==> src/rtl/ecg_class_vote.sv <==
// ecg_class_vote: sliding-window majority vote and alarm over per-beat ECG classes.
// Define ECG_VOTE_HIST_EN to expose the live per-class counters on class_hist.
module ecg_class_vote #(
  parameter int WIN_LEN  = 8,
  parameter int ALARM_TH = 5
) (
  input  logic        clk,
  input  logic        rst,
  input  logic [2:0]  class_in,
  input  logic        class_in_val,
  input  logic        clear,
  output logic        busy,
  output logic [2:0]  vote_class,
  output logic        vote_val,
  output logic        alarm,
  output logic [15:0] beat_cnt,
`ifdef ECG_VOTE_HIST_EN
  output logic [19:0] class_hist,
`else
`endif
  output logic        err
);
  localparam int PW = $clog2(WIN_LEN);
  localparam int FW = $clog2(WIN_LEN + 1);
  typedef enum logic [1:0] {IDLE, UPD, VOTE} state_t;
  state_t        state_q, state_d;
  logic [2:0]    win_q [WIN_LEN];
  logic [2:0]    win_d [WIN_LEN];
  logic [3:0]    cnt_q [5];
  logic [3:0]    cnt_d [5];
  logic [PW-1:0] ptr_q, ptr_d;
  logic [FW-1:0] fill_q, fill_d;
  logic [2:0]    cls_q, cls_d, vote_class_q, vote_class_d;
  logic          alarm_q, alarm_d, err_q, err_d, full;
  logic [15:0]   beat_cnt_q, beat_cnt_d;
  logic [4:0]    ab_sum;
  logic [3:0]    best;
  always_comb begin
    state_d      = state_q;
    win_d        = win_q;
    cnt_d        = cnt_q;
    ptr_d        = ptr_q;
    fill_d       = fill_q;
    cls_d        = cls_q;
    vote_class_d = vote_class_q;
    alarm_d      = alarm_q;
    beat_cnt_d   = beat_cnt_q;
    err_d        = err_q;
    ab_sum       = '0;
    best         = '0;
    full         = fill_q == FW'(WIN_LEN);
    if (class_in_val) begin
      if (state_q != IDLE || class_in > 3'd4) err_d = 1'b1;
      else begin
        state_d = UPD;
        cls_d   = class_in;
      end
    end
    if (state_q == UPD) begin
      // When full, the entry being overwritten leaves the window in the same cycle
      for (int k = 0; k < 5; k++)
        cnt_d[k] = cnt_q[k] + 4'(cls_q == 3'(k)) - 4'(full && win_q[ptr_q] == 3'(k));
      win_d[ptr_q] = cls_q;
      ptr_d        = ptr_q == PW'(WIN_LEN - 1) ? '0 : ptr_q + 1'b1;
      fill_d       = full ? fill_q : fill_q + 1'b1;
      beat_cnt_d   = &beat_cnt_q ? beat_cnt_q : beat_cnt_q + 16'd1;
      vote_class_d = '0;
      best         = cnt_d[0];
      for (int k = 1; k < 5; k++)
        if (cnt_d[k] > best) begin
          best         = cnt_d[k];
          vote_class_d = 3'(k);
        end
      ab_sum  = 5'(cnt_d[1]) + 5'(cnt_d[2]) + 5'(cnt_d[3]) + 5'(cnt_d[4]);
      alarm_d = ab_sum >= 5'(ALARM_TH);
      state_d = VOTE;
    end
    if (state_q == VOTE) state_d = IDLE;
    if (clear) begin
      state_d      = IDLE;
      win_d        = '{default: '0};
      cnt_d        = '{default: '0};
      ptr_d        = '0;
      fill_d       = '0;
      vote_class_d = '0;
      alarm_d      = 1'b0;
      beat_cnt_d   = beat_cnt_q;
      err_d        = err_q;
    end
  end
  always_ff @(posedge clk) begin
    if (rst) begin
      state_q      <= IDLE;
      win_q        <= '{default: '0};
      cnt_q        <= '{default: '0};
      ptr_q        <= '0;
      fill_q       <= '0;
      cls_q        <= '0;
      vote_class_q <= '0;
      alarm_q      <= 1'b0;
      beat_cnt_q   <= '0;
      err_q        <= 1'b0;
    end else begin
      state_q      <= state_d;
      win_q        <= win_d;
      cnt_q        <= cnt_d;
      ptr_q        <= ptr_d;
      fill_q       <= fill_d;
      cls_q        <= cls_d;
      vote_class_q <= vote_class_d;
      alarm_q      <= alarm_d;
      beat_cnt_q   <= beat_cnt_d;
      err_q        <= err_d;
    end
  end
  assign busy       = state_q != IDLE;
  assign vote_val   = state_q == VOTE;
  assign vote_class = vote_class_q;
  assign alarm      = alarm_q;
  assign beat_cnt   = beat_cnt_q;
  assign err        = err_q;
`ifdef ECG_VOTE_HIST_EN
  assign class_hist = {cnt_q[4], cnt_q[3], cnt_q[2], cnt_q[1], cnt_q[0]};
`endif
endmodule
==> config.mk <==
export PLATFORM = sky130hd
export DESIGN_NAME = ecg_class_vote
export DESIGN_NICKNAME = d
export VERILOG_FILES = /design/src/rtl/ecg_class_vote.sv
export SDC_FILE = /design/constraint.sdc
export NUM_CORES = 1
export LEC_CHECK = 0
export CAP_MARGIN = 20
export CORE_MARGIN = 4
export CORE_UTILIZATION = 40
export CTS_CLUSTER_DIAMETER = 60
export DETAILED_ROUTE_END_ITERATION = 10
export GPL_TIMING_DRIVEN = 1
export REMOVE_ABC_BUFFERS = 1
export SKIP_CTS_REPAIR_TIMING = 1
export SYNTH_ARGS = -nofsm -noshare
export SYNTH_HDL_FRONTEND = slang
export SYNTH_SLANG_ARGS = --single-unit
==> constraint.sdc <==
create_clock -name clk -period 19.7 [get_ports clk]
set_clock_uncertainty 0.1 [all_clocks]
set_input_delay 5.91 -clock clk [delete_from_list [all_inputs] [get_ports clk]]
set_output_delay 5.91 -clock clk [all_outputs]
set_load 0.02 [all_outputs]
==> metrics.md, run 1 <==
| Metric | Value |
|---|---|
| Setup violations, final | `0` |
| WP data arrival | `between 8 and 9 ns` |
| Routed Antenna Nets | `0` |
| DIE WIDTH | `between 100 and 150 um` |
| Core area | `~0.012 sq mm` |
| Status | `finished clean` |
| Num CTS Buffers | `9` |
| Post-synth EDFFs | `0` |
| Final Util | `between 40% and 50%` |
| Total grt overflow | `0` |
| # IOs | `30` |
| Final WL | `~10,000 um` |
| Kind of critical path | `reg2reg` |
| First-pass iteration count of the detailed router | `4` |
| Max-slew violations | `0` |
| Initial core utilization | `roughly two fifths` |
| Flip-flop and latch area | `between 0.0015 and 0.002 sq mm` |
| Area grow syn2layout | `15.4%` |
| HP Class | `reg2reg` |
| Max_slew headroom | `28.4%` |
| Fill cells | `~1,100` |
| DP Cell Count | `a little under 700` |
| Total number of vias | `between 3,000 and 4,000` |
| Crit. End Element | `flop` |
| P per Cell Area | `about 75 mW/mm^2` |
| Share of the synthesized area in the top cell type | `between 30% and 40%` |
| Post-DP HPWL | `~7500 um` |
| CTS sink count | `77` |
| Most used flip-flop cell after synthesis | `dfxtp_1` |
| Worst-path clk slew | `about 0.070 ns` |
| Port Buf Inserts | `29` |
| DR iter-0 viols | `~180` |
| CP delay by family, top | `compound AO/OA/AOI/OAI gates` |
| Gate Count Post-Synth | `531` |
| Max FO, Critical Path | `16` |
| Cell Area, Synth | `between 0.004 and 0.005 sq mm` |
| Global-route wire length before repair | `~18,000 um` |
| Initial antenna violation count | `0` |
| TritonCTS clock tree | `built` |
| Layout cells sized above 1 | `under 10%` |
| Final instance area | `0.00557 sq mm` |
| CTS root buffer | `clkbuf_16` |
| RSZ-0062 raised after global routing | `no` |
| PnR Total Power | `0.418 mW` |
| Vias in the first global route | `around 3,700` |
| Post-synth top area cell | `dfxtp_1` |
| Library cells used by synthesis | `between 50 and 60` |
| Sequential cell area fraction in the yosys report | `32.0%` |
| Placed Area | `approximately 0.0052 sq mm` |
| CP bufs+invs | `2` |
| FP Rows | `39` |
| Die Ht | `roughly 120 um` |
| Synthesized flop and latch total | `between 70 and 80` |
| Leakage | `2.23 nW` |
| Drc violations | `0` |
| Setup crit start kind | `flop` |
| Mapped Avg Cell Area | `9.08 sq um` |
| Final Hold Vio Count | `0` |
| Final worst path period share | `44.2%` |
| YS warnings | `0` |
| Most numerous cell on the critical path | `ha_1` |
| Largest net degree at the start of global routing | `57` |
| Vias/cell | `5.31` |
| Fmax | `roughly 0.11 GHz` |
| Peak VDD IR | `roughly 39 uV` |
| Final std cells w/o fill | `around 700` |
| Ant. Diodes | `0` |
| Die area | `~0.014 sq mm` |
| Largest cells by area after synthesis | `dfxtp_1 (32%), ha_1 (11%), mux2i_1 (9.1%)` |
| Commonest cells post-synth | `dfxtp_1 (77), nor2_1 (77), ha_1 (44), inv_1 (44), mux2i_1 (44)` |
| Footprint of the multi-input gates | `~0.0030 sq mm` |
| Gpl congestion | `between 0.8 and 0.9` |
| Max cap viols | `0` |
| TNS Setup | `0 ns` |
| Final-stage net count | `about 610` |
| Max clock buf depth | `2` |
| H-tree level count | `3` |
| Crit path time final | `8.71 ns` |
| CP peak stage delay | `0.71 ns` |
| Crit path required time | `between 15 and 20 ns` |
| Clk_lat worst skew | `approximately 0.34 ns` |
| Worst Max-Slew Pin Slew | `1.07 ns` |
| DR WL/cell | `between 10 and 15 um` |
| CP max stage cell | `dfxtp_1` |
| Total track usage | `between 15 and 20%` |
| FFs w/ async S/R, synth | `0%` |
## final timing paths
kind                               from                          to  slack, ns  cells past startpoint
max               ptr_q[1]$_SDFFE_PP0P_  vote_class[0]$_SDFFE_PP0P_      10.99                     38
min          vote_class[2]$_SDFFE_PP0P_  vote_class[2]$_SDFFE_PP0P_       0.38                      2
max reg2reg       ptr_q[1]$_SDFFE_PP0P_  vote_class[0]$_SDFFE_PP0P_      10.99                     38
min reg2reg  vote_class[2]$_SDFFE_PP0P_  vote_class[2]$_SDFFE_PP0P_       0.38                      2
## area by class of cell
type                       instances  share of cell area [%]
clock buffer                       9                    4.05
clock inverter                     7                    2.16
inverter                          44                    2.97
multi-input combinational        388                    54.6
sequential                        77                    27.7
tap                              143                    3.21
timing repair buffer              30                    5.35
## per-layer routing
layer | track usage [%] | routed length [um]
met5 | 0 | 0
met3 | 3.70 | 328
met2 | 24.6 | 4750
met1 | 21.1 | 5110
met4 | 5.93 | 180
## stage by stage
step / setup slack (ns) / hold WS (ns)
finish: 10.99 / 0.376
CTS: 11.02 / 0.378
global route: 10.25 / 0.403
global placement: 11.20 / 0.356
floorplan: 12.00 / 0.355
detailed placement: 11.13 / 0.365
## state kept, by name, summed over array words and instances (netlist names), 2 cells and up
register	count
fill_q	4
cnt_q	20
state_q	2
win_q	24
cls_q	3
ptr_q	3
vote_class	3
beat_cnt	16
## placed cells by master, fill, tap and decap left out, types with 3 or more instances in the layout
cell type | synthesis | layout
nor2_1 | 77 | 77
nand4b_1 | 4 | 4
and3_1 | 8 | 8
fa_1 | 13 | 13
xnor2_1 | 17 | 17
a41oi_1 | 4 | 4
a21oi_1 | 26 | 26
nand3_1 | 8 | 8
xor2_1 | 14 | 14
mux2i_1 | 44 | 44
nand2_1 | 23 | 23
nor2b_1 | 3 | 3
nor3_1 | 9 | 9
clkbuf_16 | 0 | 9
inv_1 | 44 | 44
a211oi_1 | 6 | 6
mux4_2 | 6 | 6
or2_2 | 3 | 3
o21ai_0 | 14 | 14
a21o_1 | 6 | 6
a31oi_1 | 3 | 3
bufinv_16 | 0 | 3
ha_1 | 44 | 43
o41ai_1 | 3 | 3
nand2b_1 | 5 | 5
mux2_2 | 3 | 3
clkdlybuf4s50_1 | 0 | 29
or3_1 | 7 | 7
nand4_1 | 6 | 6
dfxtp_1 | 77 | 77
## worst register-to-register path, delay by kind of cell, from the launching register on
kind	cells	cell delay (ns)
fa+ha+maj	7	2.01
simple gates	11	1.69
buf+inv	2	0.24
compound gates	15	2.64
mux	3	1.23
flops	1	0.71
## report_power, final
group	internal, mW	switching (mW)
clock	0.124	0.0670
sequential	0.157	0.00261
combinational	0.0300	0.0366
## cells by family (layout without fill, tap and decap cells)
family                   count (synthesis)  after routing  synth area share, %
adder cells (fa/ha/maj)                 57             57                 16.8
AO/OA/AOI/OAI                           81             81                 11.2
XOR/XNOR                                31             31                 5.63
flip-flops                              77             77                 32.0
buffers and inverters                   66             90                 5.14
multiplexers                            53             53                 12.6
AND/OR/NAND/NOR                        166            166                 16.7
Power figures use the tool's default switching activity.
==> run 2: changes to the inputs <==
Clock period 19.7 ns to 7.9 ns, I/O delays scaled along.
==> metrics.md, run 2 (synthesis results as in run 1) <==
| Metric | Value |
|---|---|
| Drc violations | `0 (unchanged)` |
| Area grow syn2layout | `18.9%` |
| Max FO, Critical Path | `5 (-11)` |
| Final Util | `49.4% (+1.5 points)` |
| Vias in the first global route | `3,808 (+2.9%)` |
| DP Cell Count | `692 (+1.5%)` |
| RSZ-0062 raised after global routing | `no` |
| CTS root buffer | `clkbuf_16` |
| Crit path required time | `8.03 ns (-11.84 ns)` |
| Die Ht | `118 um (unchanged)` |
| HP Class | `reg2reg` |
| Post-DP HPWL | `7750 um (+2.7%)` |
| Fill cells | `1,129 (+2.0%)` |
| Max reg flops | `24 (unchanged)` |
| Port Buf Inserts | `29 (unchanged)` |
| Final instance area | `0.00573 sq mm (+3.0%)` |
| First-pass iteration count of the detailed router | `4 (unchanged)` |
| Die area | `0.0139 sq mm (unchanged)` |
| CP delay by family, top | `compound AO/OA/AOI/OAI gates` |
| Final WL | `10,500 um (+0.84%)` |
| Final std cells w/o fill | `714 (+2.3%)` |
| FP Rows | `39 (unchanged)` |
| Initial core utilization | `41.5% (unchanged)` |
| Most numerous cell on the critical path | `ha_1` |
| Gpl congestion | `0.828 (-1.3%)` |
| Setup crit start kind | `flop` |
| Initial antenna violation count | `0 (unchanged)` |
| CP max stage cell | `fa_1` |
| Ant. Diodes | `0 (unchanged)` |
| Crit path time final | `7.48 ns (-1.24 ns)` |
| Max-slew violations | `0 (unchanged)` |
| Peak VDD IR | `131 uV (+240%)` |
| Final Hold Vio Count | `0 (unchanged)` |
| TNS Setup | `0 ns (unchanged)` |
| Core area | `0.0116 sq mm (unchanged)` |
| CTS sink count | `77 (unchanged)` |
| H-tree level count | `3 (unchanged)` |
| Max cap viols | `0 (unchanged)` |
| Clk_lat worst skew | `0.34 ns (about the same)` |
| CP bufs+invs | `4 (+2)` |
| Total grt overflow | `0 (unchanged)` |
| Max_slew headroom | `48.5% (+20 points)` |
| Status | `finished clean` |
| P per Cell Area | `177 mW/mm^2 (+140%)` |
| Total track usage | `15.8% (+0.081 points)` |
| PnR Total Power | `1.02 mW (+140%)` |
| Leakage | `2.31 nW (+3.5%)` |
| Max clock buf depth | `2 (unchanged)` |
| DR iter-0 viols | `179 (-2.7%)` |
| Layout cells sized above 1 | `12.8% (+5.4 points)` |
| Fmax | `0.134 GHz (+17%)` |
| DIE WIDTH | `118 um (unchanged)` |
| Worst Max-Slew Pin Slew | `0.769 ns (-0.305 ns)` |
| Kind of critical path | `reg2reg` |
| Largest reg by FF count | `win_q` |
| Total number of vias | `3,772 (+1.8%)` |
| Routed Antenna Nets | `0 (unchanged)` |
| Largest net degree at the start of global routing | `41 (-28%)` |
| Placed Area | `0.00530 sq mm (+1.4%)` |
| Crit. End Element | `flop` |
| Final-stage net count | `630 (+2.6%)` |
| Place WS | `-0.0640 ns (-11.19 ns)` |
| WP data arrival | `7.60 ns (-1.28 ns)` |
| CP peak stage delay | `0.54 ns (-0.17 ns)` |
| Commonest non-fill, non-tap cell in the layout | `nor2_1` |
| TritonCTS clock tree | `built` |
| Global-route wire length before repair | `17,900 um (+0.31%)` |
| Final worst path period share | `94.6% (+50 points)` |
| PnR worst setup slack | `0.425 ns (-10.56 ns)` |
| Setup violations, final | `0 (unchanged)` |
| # IOs | `30 (unchanged)` |
| Worst-path clk slew | `0.06 ns (about the same)` |
| Hold_ws | `0.376 ns (+0.0000260 ns)` |
| Most frequent cells in the layout | `nor2_1 (76), dfxtp_1 (75), mux2i_1 (43)` |
| DR WL/cell | `14.6 um (-1.4%)` |
| Num CTS Buffers | `9 (unchanged)` |
| Vias/cell | `5.28 (-0.45%)` |
[run 2: worst paths after layout]
kind | startpoint | end | slack, ns | cells after the start
hold / removal | vote_class[2]$_SDFFE_PP0P_ | vote_class[2]$_SDFFE_PP0P_ | 0.38 | 2
hold reg to reg | vote_class[2]$_SDFFE_PP0P_ | vote_class[2]$_SDFFE_PP0P_ | 0.38 | 2
setup / recovery | ptr_q[1]$_SDFFE_PP0P_ | vote_class[1]$_SDFFE_PP0P_ | 0.42 | 39
setup reg to reg | ptr_q[1]$_SDFFE_PP0P_ | vote_class[1]$_SDFFE_PP0P_ | 0.42 | 39
[run 2: layout make-up]
| cell class | count | area (sq um) | share of cell area [%] |
|---|---|---|---|
| repair buffers | 46 | 422 | 7.35 |
| well taps | 143 | 179 | 3.12 |
| flip-flops and latches | 77 | 1550 | 27.0 |
| multi-input cells | 388 | 3120 | 54.4 |
| clock buffers | 11 | 243 | 4.23 |
| inverters | 44 | 165 | 2.88 |
| clock inverters | 5 | 58.8 | 1.03 |
[run 2: power by group]
part	switching (mW)	internal [mW]	total, mW	leakage (nW)
sequential	0.00356	0.391	0.395	0.623
clock	0.165	0.254	0.419	0.142
combinational	0.106	0.0970	0.203	1.55
[run 2: layer usage]
metal / part of all wire [%] / GRT usage (%)
met3: 4.4 / 5.33
met2: 45 / 24.4
met4: 2.0 / 5.42
met5: 0 / 0
met1: 48 / 20.7
[run 2: tightest hold or removal path: stages (launching register included)]
cell     delay [ns]
dfxtp_1        0.31
nand2_1        0.06
a21oi_1        0.06
